--- src/rtl/mc_pkg.sv ---
// Shared encodings for the multi-cycle MIPS-subset control unit: FSM states,
// opcode/funct constants and the alu_control codes also used by `alu`.
package mc_pkg;

    typedef enum logic [3:0] {
        S_IDLE   = 4'd0,
        S_FETCH  = 4'd1,
        S_DECODE = 4'd2,
        S_MEMADR = 4'd3,
        S_MEMRD  = 4'd4,
        S_MEMWB  = 4'd5,
        S_MEMWR  = 4'd6,
        S_RTEXE  = 4'd7,
        S_RTWB   = 4'd8,
        S_BRANCH = 4'd9,
        S_ITEXE  = 4'd10,
        S_ITWB   = 4'd11,
        S_JUMP   = 4'd12
    } state_t;

    // How the ALU operation is chosen in a given state.
    typedef enum logic [1:0] {
        ACLS_ADD   = 2'd0,
        ACLS_SUB   = 2'd1,
        ACLS_RTYPE = 2'd2,
        ACLS_ITYPE = 2'd3
    } alu_class_t;

    localparam logic [5:0] OP_RTYPE = 6'h00;
    localparam logic [5:0] OP_J     = 6'h02;
    localparam logic [5:0] OP_BEQ   = 6'h04;
    localparam logic [5:0] OP_BNE   = 6'h05;
    localparam logic [5:0] OP_ADDI  = 6'h08;
    localparam logic [5:0] OP_SLTI  = 6'h0A;
    localparam logic [5:0] OP_ANDI  = 6'h0C;
    localparam logic [5:0] OP_ORI   = 6'h0D;
    localparam logic [5:0] OP_LW    = 6'h23;
    localparam logic [5:0] OP_SW    = 6'h2B;

    localparam logic [5:0] FN_ADD   = 6'h20;
    localparam logic [5:0] FN_ADDU  = 6'h21;
    localparam logic [5:0] FN_SUB   = 6'h22;
    localparam logic [5:0] FN_AND   = 6'h24;
    localparam logic [5:0] FN_OR    = 6'h25;
    localparam logic [5:0] FN_NOR   = 6'h27;
    localparam logic [5:0] FN_SLT   = 6'h2A;

    localparam logic [2:0] ALU_ADD  = 3'b000;
    localparam logic [2:0] ALU_SUB  = 3'b001;
    localparam logic [2:0] ALU_NOR  = 3'b010;
    localparam logic [2:0] ALU_AND  = 3'b011;
    localparam logic [2:0] ALU_OR   = 3'b100;
    localparam logic [2:0] ALU_SLT  = 3'b111;

    function automatic logic is_itype_alu(input logic [5:0] op);
        return (op == OP_ADDI) || (op == OP_SLTI) || (op == OP_ANDI) || (op == OP_ORI);
    endfunction

    function automatic logic opcode_legal(input logic [5:0] op);
        return (op == OP_RTYPE) || (op == OP_J)  || (op == OP_BEQ) || (op == OP_BNE) ||
               (op == OP_LW)    || (op == OP_SW) || is_itype_alu(op);
    endfunction

endpackage

--- src/rtl/alu_decoder.sv ---
// Combinational ALU-control decode: (state class, opcode, funct) to
// alu_control, immediate extension mode and the R-type funct-legal flag.
module alu_decoder
    import mc_pkg::*;
(
    input  logic [1:0] alu_class,
    input  logic [5:0] opcode,
    input  logic [5:0] funct,
    output logic [2:0] alu_control,
    output logic       ext_zero,
    output logic       funct_legal
);

    logic [2:0] w_rtype_op;
    logic       w_rtype_ok;
    logic [2:0] w_itype_op;

    always_comb begin
        // NOTE: every always_comb output gets a default first so no path can infer a latch.
        w_rtype_op = ALU_ADD;
        w_rtype_ok = 1'b1;
        case (funct)
            FN_ADD, FN_ADDU: w_rtype_op = ALU_ADD;
            FN_SUB:          w_rtype_op = ALU_SUB;
            FN_AND:          w_rtype_op = ALU_AND;
            FN_OR:           w_rtype_op = ALU_OR;
            FN_NOR:          w_rtype_op = ALU_NOR;
            FN_SLT:          w_rtype_op = ALU_SLT;
            default:         w_rtype_ok = 1'b0;
        endcase
    end

    always_comb begin
        w_itype_op = ALU_ADD;
        case (opcode)
            OP_SLTI: w_itype_op = ALU_SLT;
            OP_ANDI: w_itype_op = ALU_AND;
            OP_ORI:  w_itype_op = ALU_OR;
            default: w_itype_op = ALU_ADD;
        endcase
    end

    always_comb begin
        alu_control = ALU_ADD;
        ext_zero    = 1'b0;
        case (alu_class)
            ACLS_SUB:   alu_control = ALU_SUB;
            ACLS_RTYPE: alu_control = w_rtype_op;
            ACLS_ITYPE: begin
                alu_control = w_itype_op;
                ext_zero    = (opcode == OP_ANDI) || (opcode == OP_ORI);
            end
            default:    alu_control = ALU_ADD;
        endcase
    end

    assign funct_legal = w_rtype_ok;

endmodule

--- src/rtl/mc_control.sv ---
// Multi-cycle MIPS-subset control FSM (Moore; only BRANCH pc_write sees zero).
// Define MC_MEM_WAIT_EN to add mem_ready and stall FETCH/MEMRD/MEMWR on it.
module mc_control
    import mc_pkg::*;
(
    input  logic       clk,
    input  logic       rst_n,
    input  logic [5:0] opcode,
    input  logic [5:0] funct,
    input  logic       zero,
`ifdef MC_MEM_WAIT_EN
    input  logic       mem_ready,
`endif
    output logic       pc_write,
    output logic       iord,
    output logic       mem_read,
    output logic       mem_write,
    output logic       ir_write,
    output logic       reg_dst,
    output logic       mem_to_reg,
    output logic       reg_write,
    output logic       alu_src_a,
    output logic [1:0] alu_src_b,
    output logic       ext_zero,
    output logic [1:0] pc_src,
    output logic [2:0] alu_control,
    output logic       illegal,
    output logic [3:0] state
);

    state_t     r_state;
    alu_class_t w_alu_class;
    logic       w_mem_ready;
    logic       w_funct_legal;
    logic       w_illegal;
    logic       w_dec_ext_zero;
    logic [2:0] w_dec_alu_control;

`ifdef MC_MEM_WAIT_EN
    assign w_mem_ready = mem_ready;
`else
    assign w_mem_ready = 1'b1;
`endif

    // Only meaningful while in DECODE, where opcode/funct are valid.
    assign w_illegal = !opcode_legal(opcode) || ((opcode == OP_RTYPE) && !w_funct_legal);

    always_comb begin
        w_alu_class = ACLS_ADD;
        case (r_state)
            S_RTEXE:  w_alu_class = ACLS_RTYPE;
            S_ITEXE:  w_alu_class = ACLS_ITYPE;
            S_BRANCH: w_alu_class = ACLS_SUB;
            default:  w_alu_class = ACLS_ADD;
        endcase
    end

    alu_decoder u_alu_decoder (
        .alu_class   (w_alu_class),
        .opcode      (opcode),
        .funct       (funct),
        .alu_control (w_dec_alu_control),
        .ext_zero    (w_dec_ext_zero),
        .funct_legal (w_funct_legal)
    );

    always_ff @(posedge clk or negedge rst_n) begin
        // NOTE: sequential state uses non-blocking assignments so every flop samples pre-edge values.
        if (!rst_n) begin
            r_state <= S_IDLE;
        end else begin
            case (r_state)
                S_IDLE:   r_state <= S_FETCH;
                S_FETCH:  if (w_mem_ready) r_state <= S_DECODE;
                S_DECODE: begin
                    if (w_illegal) begin
                        r_state <= S_FETCH;
                    end else begin
                        case (opcode)
                            OP_LW, OP_SW:                      r_state <= S_MEMADR;
                            OP_RTYPE:                          r_state <= S_RTEXE;
                            OP_BEQ, OP_BNE:                    r_state <= S_BRANCH;
                            OP_ADDI, OP_SLTI, OP_ANDI, OP_ORI: r_state <= S_ITEXE;
                            OP_J:                              r_state <= S_JUMP;
                            default:                           r_state <= S_FETCH;
                        endcase
                    end
                end
                S_MEMADR: r_state <= (opcode == OP_SW) ? S_MEMWR : S_MEMRD;
                S_MEMRD:  if (w_mem_ready) r_state <= S_MEMWB;
                S_MEMWR:  if (w_mem_ready) r_state <= S_FETCH;
                S_RTEXE:  r_state <= S_RTWB;
                S_ITEXE:  r_state <= S_ITWB;
                S_MEMWB, S_RTWB, S_ITWB, S_BRANCH, S_JUMP: r_state <= S_FETCH;
                default:  r_state <= S_IDLE;
            endcase
        end
    end

    always_comb begin
        pc_write   = 1'b0;
        iord       = 1'b0;
        mem_read   = 1'b0;
        mem_write  = 1'b0;
        ir_write   = 1'b0;
        reg_dst    = 1'b0;
        mem_to_reg = 1'b0;
        reg_write  = 1'b0;
        alu_src_a  = 1'b0;
        alu_src_b  = 2'b00;
        pc_src     = 2'b00;
        illegal    = 1'b0;
        case (r_state)
            S_FETCH: begin
                mem_read  = 1'b1;
                ir_write  = w_mem_ready;
                pc_write  = w_mem_ready;
                alu_src_b = 2'b01;
            end
            S_DECODE: begin
                alu_src_b = 2'b11;
                illegal   = w_illegal;
            end
            S_MEMADR, S_ITEXE: begin
                alu_src_a = 1'b1;
                alu_src_b = 2'b10;
            end
            S_MEMRD: begin
                mem_read = 1'b1;
                iord     = 1'b1;
            end
            S_MEMWB: begin
                reg_write  = 1'b1;
                mem_to_reg = 1'b1;
            end
            S_MEMWR: begin
                mem_write = 1'b1;
                iord      = 1'b1;
            end
            S_RTEXE:  alu_src_a = 1'b1;
            S_RTWB: begin
                reg_write = 1'b1;
                reg_dst   = 1'b1;
            end
            S_BRANCH: begin
                alu_src_a = 1'b1;
                pc_src    = 2'b01;
                pc_write  = (opcode == OP_BEQ) ? zero : ~zero;
            end
            S_ITWB:   reg_write = 1'b1;
            S_JUMP: begin
                pc_src   = 2'b10;
                pc_write = 1'b1;
            end
            default: ;
        endcase
    end

    assign ext_zero    = w_dec_ext_zero;
    assign alu_control = w_dec_alu_control;
    assign state       = r_state;

endmodule

--- config.mk ---
export PLATFORM = sky130hd
export DESIGN_NAME = mc_control
export DESIGN_NICKNAME = d
export VERILOG_FILES = /design/src/rtl/mc_pkg.sv /design/src/rtl/alu_decoder.sv /design/src/rtl/mc_control.sv
export SDC_FILE = /design/constraint.sdc
export NUM_CORES = 1
export LEC_CHECK = 0
export ABC_CLOCK_PERIOD_IN_PS = 1200
export BUFFER_PORTS_ARGS = -buffer_cell sky130_fd_sc_hd__buf_2
export CAP_MARGIN = 30
export CELL_PAD_IN_SITES_DETAIL_PLACEMENT = 1
export CELL_PAD_IN_SITES_GLOBAL_PLACEMENT = 2
export CORE_AREA = 3 3 63 65
export CTS_BUF_LIST = sky130_fd_sc_hd__clkbuf_2
export DETAILED_ROUTE_END_ITERATION = 6
export DIE_AREA = 0 0 66 68
export GPL_TIMING_DRIVEN = 0
export PLACE_DENSITY = 0.84
export REMOVE_ABC_BUFFERS = 1
export SYNTH_ARGS = -nofsm -noshare
export SYNTH_HDL_FRONTEND = slang
export SYNTH_SLANG_ARGS = --single-unit
--- constraint.sdc ---
create_clock -name clk -period 1.2 [get_ports clk]
set_input_delay 0.06 -clock clk [delete_from_list [all_inputs] [get_ports clk]]
set_output_delay 0.06 -clock clk [all_outputs]
set_load 0.05 [all_outputs]
==> results of run 1 <==
repair_timing:
action	CTS	global route
hold buffers	1	0
resized for setup	81	29
pin swaps	11	12
setup buffers	21	10
cloned	0	0
setup endpoints to repair	26	25
endpoints found under the hold margin	4	0
cell families (layout without fill, tap and decap cells):
group | after synthesis | after routing | synth area share
buffers and inverters | 8 | 73 | 0.0535
AOI/OAI and AO/OA | 32 | 32 | 0.330
and+or+nand+nor | 53 | 53 | 0.440
xor gates and xnor gates | 2 | 2 | 0.0242
muxes | 1 | 1 | 0.0138
DFF | 4 | 4 | 0.138
layout make-up:
class / count / area (um2) / area share
multi-input combinational: 88 / 790 / 0.497
inverter: 3 / 11.3 / 0.00709
sequential: 4 / 105 / 0.0661
timing repair buffer: 67 / 611 / 0.384
clock buffer: 3 / 15.0 / 0.00945
tap: 46 / 57.6 / 0.0362
metrics by stage:
stage / worst slack, ns / power (uW) / instances
detailed placement: -0.760 / 2120 / 177
floorplan: -2.01 / 1650 / 95
finish: -0.488 / 3980 / 211
global route: -0.579 / 4180 / 211
global placement: -0.757 / 2080 / 177
CTS: -0.409 / 3400 / 202
power by group through the flow:
stage	clock network, uW	registers [uW]	logic (uW)
4_1_cts	137	283	2980
3_5_place_dp	0	408	1710
6_report	136	279	3570
3_3_place_gp	0	394	1680
2_1_floorplan	0	513	1140
5_1_grt	153	291	3730
worst max-delay path: stages, from the launching register on:
cell      delay, ns
dfrtp_2        0.45
nor2b_2        0.16
nand4_1        0.15
a211o_1        0.29
o311ai_1       0.10
buf_4          0.26
layout by cell type (no fill, tap or decap), drive strengths merged, types with 2 or more instances in the layout:
cell type / synthesis / layout
nand2b: 9 / 9
o31ai: 2 / 2
nor2: 15 / 15
buf: 4 / 65
a221oi: 2 / 2
nor3: 3 / 3
a21oi: 9 / 9
inv: 3 / 3
o32ai: 2 / 2
nand2: 6 / 6
xnor2: 2 / 2
and2b: 2 / 2
and3: 2 / 2
clkbuf: 1 / 4
o21ai: 3 / 3
nor3b: 4 / 4
dfrtp: 4 / 4
nor2b: 4 / 4
worst paths after layout:
check,startpoint,to,slack (ns),depth (start not counted)
setup / recovery,state[0]$_DFF_PN0_,alu_control[0],-0.49,5
hold / removal,rst_n,state[0]$_DFF_PN0_,0.17,2
setup reg to reg,state[0]$_DFF_PN0_,state[1]$_DFF_PN0_,-0.37,5
hold reg to reg,state[3]$_DFF_PN0_,state[2]$_DFF_PN0_,0.70,2
max in group asynchronous,rst_n,state[2]$_DFF_PN0_,0.89,2
min in group clk,opcode[4],state[1]$_DFF_PN0_,0.22,3
per-layer routing:
layer / GRT usage / vias up / part of all wire
li1: - / 505 / -
met1: 0.176 / 514 / 0.42
met2: 0.272 / 23 / 0.55
met3: 0.0312 / 2 / 0.031
met4: 0 / 0 / 0.0050
met5: 0 / - / 0
==> summary.md, run 1 <==
| Metric | Value |
|---|---|
| Avg Vias per Cell | 4.95 |
| RSZ-0062 raised after global routing | true |
| Clk root buf | clkbuf_2 |
| Synth top area share | 0.138 |
| Combinational share of power | 0.896 |
| Post-synthesis cell type count | 46 |
| Async S/R FF share, synth | 1.00 |
| Synth top cells by count | nor2_1 (15), a21oi_1 (9), nand2b_1 (9) |
| Final hold viol count | 0 |
| VDD IR max | 1.14 mV |
| Largest net degree at the start of global routing | 10 |
| Antenna cells | 0 |
| Switching share of power | 0.530 |
| Die width | 66 um |
| CTS tree | yes |
| Top-count cell post-synth | nor2_1 |
| Chip height | 68 um |
| Post-synth EDFFs | 0 |
| CP Launch Type | flip-flop |
| TritonCTS Buffers | 3 |
| Final cell area excluding filler cells | 1590 um2 |
| Leak Pwr | 0.000666 uW |
| Antenna violations before repair | 0 |
| Port bufs | 36 |
| Synth area leader | dfrtp_1 |
| DRC Markers | 0 |
| Outcome | finished with violations |
| Overflow after GRT | 0 |
| Clock power frac | 0.034 |
| Power Density | 2510 nW/um2 |
| Total Die Area | 4490 um2 |
| Detail Route Antenna Nets | 0 |
| Mapped Area | 724 um2 |
| Final setup TNS | -7.19 ns |
| Reg power frac | 0.070 |
| Synth top area cells | dfrtp_1 (14%), nand2b_1 (7.8%), nor2_1 (7.8%), a21oi_1 (6.2%), nor2b_1 (3.5%) |
| Kind of critical path | flip-flop to primary output |
| CP endpoint kind | primary output |
| Initial DRC count | 34 |
| Slew headroom | 0.745 |
| P_int | 1870 uW |
| Synth Flop Type | dfrtp_1 |
| Sequential area share after synthesis | 0.138 |
| Initial Util | 0.214 |
| Initial DRT Pass Iterations | 4 |
| Slew Viols, Final | 0 |
| Std cell rows | 21 |
| Worst Path Max Fanout | 4 |
| Worst Tran Pin Value | 0.378 ns |
| Max Buffers Root-to-Sink | 2 |
| Max FFs per register | 4 |
| Clk sinks | 4 |
| Synth Register Bits | 4 |
| Setup-failing EPs final | 23 |
| Utilization after layout | 0.469 |
| Area after DPL | 935 um2 |
| Data arrival, critical path | 1.63 ns |
| Final worst path period need | 1.69 ns |
| Fmax | 592 MHz |
| Total Routing Usage GR | 0.143 |
| Period Utilization, post-route | 1.41 |
| Failing checks | negative setup slack |
| HP Class | input pin to async pin |
| Dpl hpwl | 1920 um |
| Share of cells above drive strength 1 | 0.679 |
| Synth warn | 0 |
| Nets@finish | 182 |
| Layout area overhead | 119% |
| Vias in the first global route | 1045 |
| Clk_lat worst skew | 0.22 ns |
| H-tree lvl count | 1 |
| Final WL | 3600 um |
| CTS clk-pin slew, worst paths | 0.05 ns |
| Io pins | 37 |
| Setup WS post-layout | -0.488 ns |
| Via Count | 1044 |
| Final hold slack | 0.171 ns |
| Gate Count Post-Synth | 100 |
| Worst path required time | 1.14 ns |
| WL per Instance | 17.0 um |
| Global-route wire length before repair | 5080 um |
| Max-cap check violation count | 0 |
| Setup Skew | 0.00102 ns |
| Switching pwr | 2110 uW |
| Filler Cell Count | 386 |
| CORE AREA | 3390 um2 |
| Post-synthesis area per instance | 7.24 um2 |
| Routability cong. | 0.800 |
No activity file was read; power rests on OpenSTA's default activity.
==> inputs of run 2 (changes only) <==
--- a/config.mk
+++ b/config.mk
@@ -10,10 +10,10 @@
 export CAP_MARGIN = 30
 export CELL_PAD_IN_SITES_DETAIL_PLACEMENT = 1
 export CELL_PAD_IN_SITES_GLOBAL_PLACEMENT = 2
-export CORE_AREA = 3 3 63 65
+export CORE_AREA = 5 5 65 67
 export CTS_BUF_LIST = sky130_fd_sc_hd__clkbuf_2
 export DETAILED_ROUTE_END_ITERATION = 6
-export DIE_AREA = 0 0 66 68
+export DIE_AREA = 0 0 70 72
 export GPL_TIMING_DRIVEN = 0
 export PLACE_DENSITY = 0.84
 export REMOVE_ABC_BUFFERS = 1
==> run 2 against run 1 <==
Against the previous run: the flow still finishes with violations (negative setup slack); largest power group unchanged; first-iteration DRC count is 24% lower; critical path type unchanged; largest cell class unchanged; global-route usage grew 1.2 points; non-clock buffer count fell by 1; clock power increased by 18%.
==> summary.md, run 2 (synthesis results as in run 1) <==
| Metric | Value |
|---|---|
| Most common cell after layout, fill and taps aside | buf_6 (unchanged) |
| Routability cong. | 0.815 (was 0.800) |
| Initial DRC count | 26 (was 34) |
| Clk_lat worst skew | 0.25 ns (was 0.22 ns) |
| Antenna violations before repair | 0 (unchanged) |
| Setup Skew | 0.00278 ns (was 0.00102 ns) |
| Reg2reg end | state[1]$_DFF_PN0_ (unchanged) |
| TritonCTS Buffers | 3 (unchanged) |
| Setup WS post-layout | -0.561 ns (was -0.488 ns) |
| Dpl hpwl | 2100 um (was 1920 um) |
| WL per Instance | 20.3 um (was 17.0 um) |
| Final setup TNS | -8.02 ns (was -7.19 ns) |
| Via Count | 1116 (was 1044) |
| CP endpoint kind | primary output (unchanged) |
| Period Utilization, post-route | 1.47 (was 1.41) |
| Failing checks | negative setup slack (unchanged) |
| Std cell rows | 22 (was 21) |
| HP Class | input pin to async pin (unchanged) |
| CTS tree | yes (unchanged) |
| Layout area overhead | 127% (was 119%) |
| Data arrival, critical path | 1.70 ns (was 1.63 ns) |
| Share of cells above drive strength 1 | 0.683 (was 0.679) |
| Chip height | 72 um (was 68 um) |
| Fmax | 568 MHz (was 592 MHz) |
| Power Density | 2510 nW/um2 (about the same) |
| Clk root buf | clkbuf_2 (unchanged) |
| R2r startpoint | state[0]$_DFF_PN0_ (unchanged) |
| CTS clk-pin slew, worst paths | 0.07 ns (was 0.05 ns) |
| H-tree lvl count | 1 (unchanged) |
| Leak Pwr | 0.000682 uW (was 0.000666 uW) |
| Slew headroom | 0.781 (was 0.745) |
| Leading cell types in the layout, fill and taps excluded | buf_6 (29), buf_4 (17), buf_2 (14), nor2_1 (9), a21oi_1 (8) (was buf_6 (24), buf_4 (21), buf_2 (14), nor2_1 (8), a21oi_1 (7)) |
| Io pins | 37 (unchanged) |
| Slew Viols, Final | 0 (unchanged) |
| Global-route wire length before repair | 6290 um (was 5080 um) |
| Worst Tran Pin Value | 0.328 ns (was 0.378 ns) |
| R2R cell count | 5 (unchanged) |
| Detail Route Antenna Nets | 0 (unchanged) |
| Final worst path period need | 1.76 ns (was 1.69 ns) |
| Worst Path Max Fanout | 5 (was 4) |
| Total Die Area | 5040 um2 (was 4490 um2) |
| Clk sinks | 4 (unchanged) |
| Antenna cells | 0 (unchanged) |
| Avg Vias per Cell | 5.26 (was 4.95) |
| Setup-failing EPs final | 25 (was 23) |
| Worst R2R Setup Slack | -0.41 ns (was -0.37 ns) |
| Final hold viol count | 0 (unchanged) |
| Max Buffers Root-to-Sink | 2 (unchanged) |
| Largest net degree at the start of global routing | 13 (was 10) |
| Non-Filler Instances | 212 (was 211) |
| DRC Markers | 0 (unchanged) |
| Nets@finish | 181 (was 182) |
| CP Launch Type | flip-flop (unchanged) |
| Vias in the first global route | 1224 (was 1045) |
| Outcome | finished with violations (unchanged) |
| Final WL | 4300 um (was 3600 um) |
| RSZ-0062 raised after global routing | true (unchanged) |
| Initial DRT Pass Iterations | 4 (unchanged) |
| Kind of critical path | flip-flop to primary output (unchanged) |
| Max FFs per register | 4 (unchanged) |
| CORE AREA | 3580 um2 (was 3390 um2) |
| Overflow after GRT | 0 (unchanged) |
| Die width | 70 um (was 66 um) |
| DP Cell Count | 179 (was 177) |
| VDD IR max | 1.10 mV (was 1.14 mV) |
| Port bufs | 36 (unchanged) |
| Worst path required time | 1.14 ns (about the same) |
| Max-cap check violation count | 0 (unchanged) |
| Total Routing Usage GR | 0.155 (was 0.143) |
| Initial Util | 0.202 (was 0.214) |
| Total power | 4130 uW (was 3980 uW) |
run 2: cell type report:
cell class                      count  area, um2
Fill cell                         417       1930
Multi-Input combinational cell     88        840
Timing Repair Buffer               66        614
Sequential cell                     4        105
Tap cell                           48       60.1
Clock buffer                        3       15.0
Inverter                            3       11.3
run 2: how the worst max path moves through the flow:
stage	slack [ns]	startpoint	depth (start not counted)	endpoint
after global routing	-0.61	state[2]$_DFF_PN0_	5	alu_control[0]
after CTS	-0.46	state[0]$_DFF_PN0_	5	alu_control[0]
final	-0.56	state[2]$_DFF_PN0_	5	alu_control[0]
after detailed placement	-0.77	state[3]$_DFF_PN0_	5	alu_control[0]
after global placement	-0.69	state[3]$_DFF_PN0_	5	alu_control[0]
after floorplan	-2.01	state[2]$_DFF_PN0_	4	alu_control[0]
run 2: critical path: stages (launching register included):
cell	delay, ns
dfrtp_2	0.49
nor2b_4	0.15
nand4_1	0.15
a211o_1	0.37
o311ai_2	0.09
buf_6	0.20
run 2: stage by stage:
stage	setup slack, ns	util	hold slack, ns	instance area [um2]
2_1_floorplan	-2.01	-	-0.236	697
3_5_place_dp	-0.772	0.262	-0.131	937
6_report	-0.561	0.460	0.175	1650
5_1_grt	-0.613	0.460	0.184	1650
4_1_cts	-0.457	0.389	0.178	1390
3_3_place_gp	-0.690	0.262	-0.133	937
run 2: layer usage:
layer	track usage	wire length [um]
met5	0	0
met4	0.0809	174
met3	0.0180	156
met2	0.294	2340
met1	0.170	1630
run 2: what timing repair did:
| item | CTS | global route |
|---|---|---|
| pin swaps | 9 | 16 |
| resized for setup | 78 | 46 |
| setup buffers | 20 | 12 |
| hold buffers | 1 | 0 |
| setup endpoints to repair | 26 | 26 |
| hold endpoints to repair | 4 | 0 |
run 2: report_power, final:
group	internal (uW)	leakage, uW	switching, uW
clock network	67.7	0.0000125	93.6
logic	1600	0.000624	2060
registers	197	0.0000455	115
total	1860	0.000682	2270
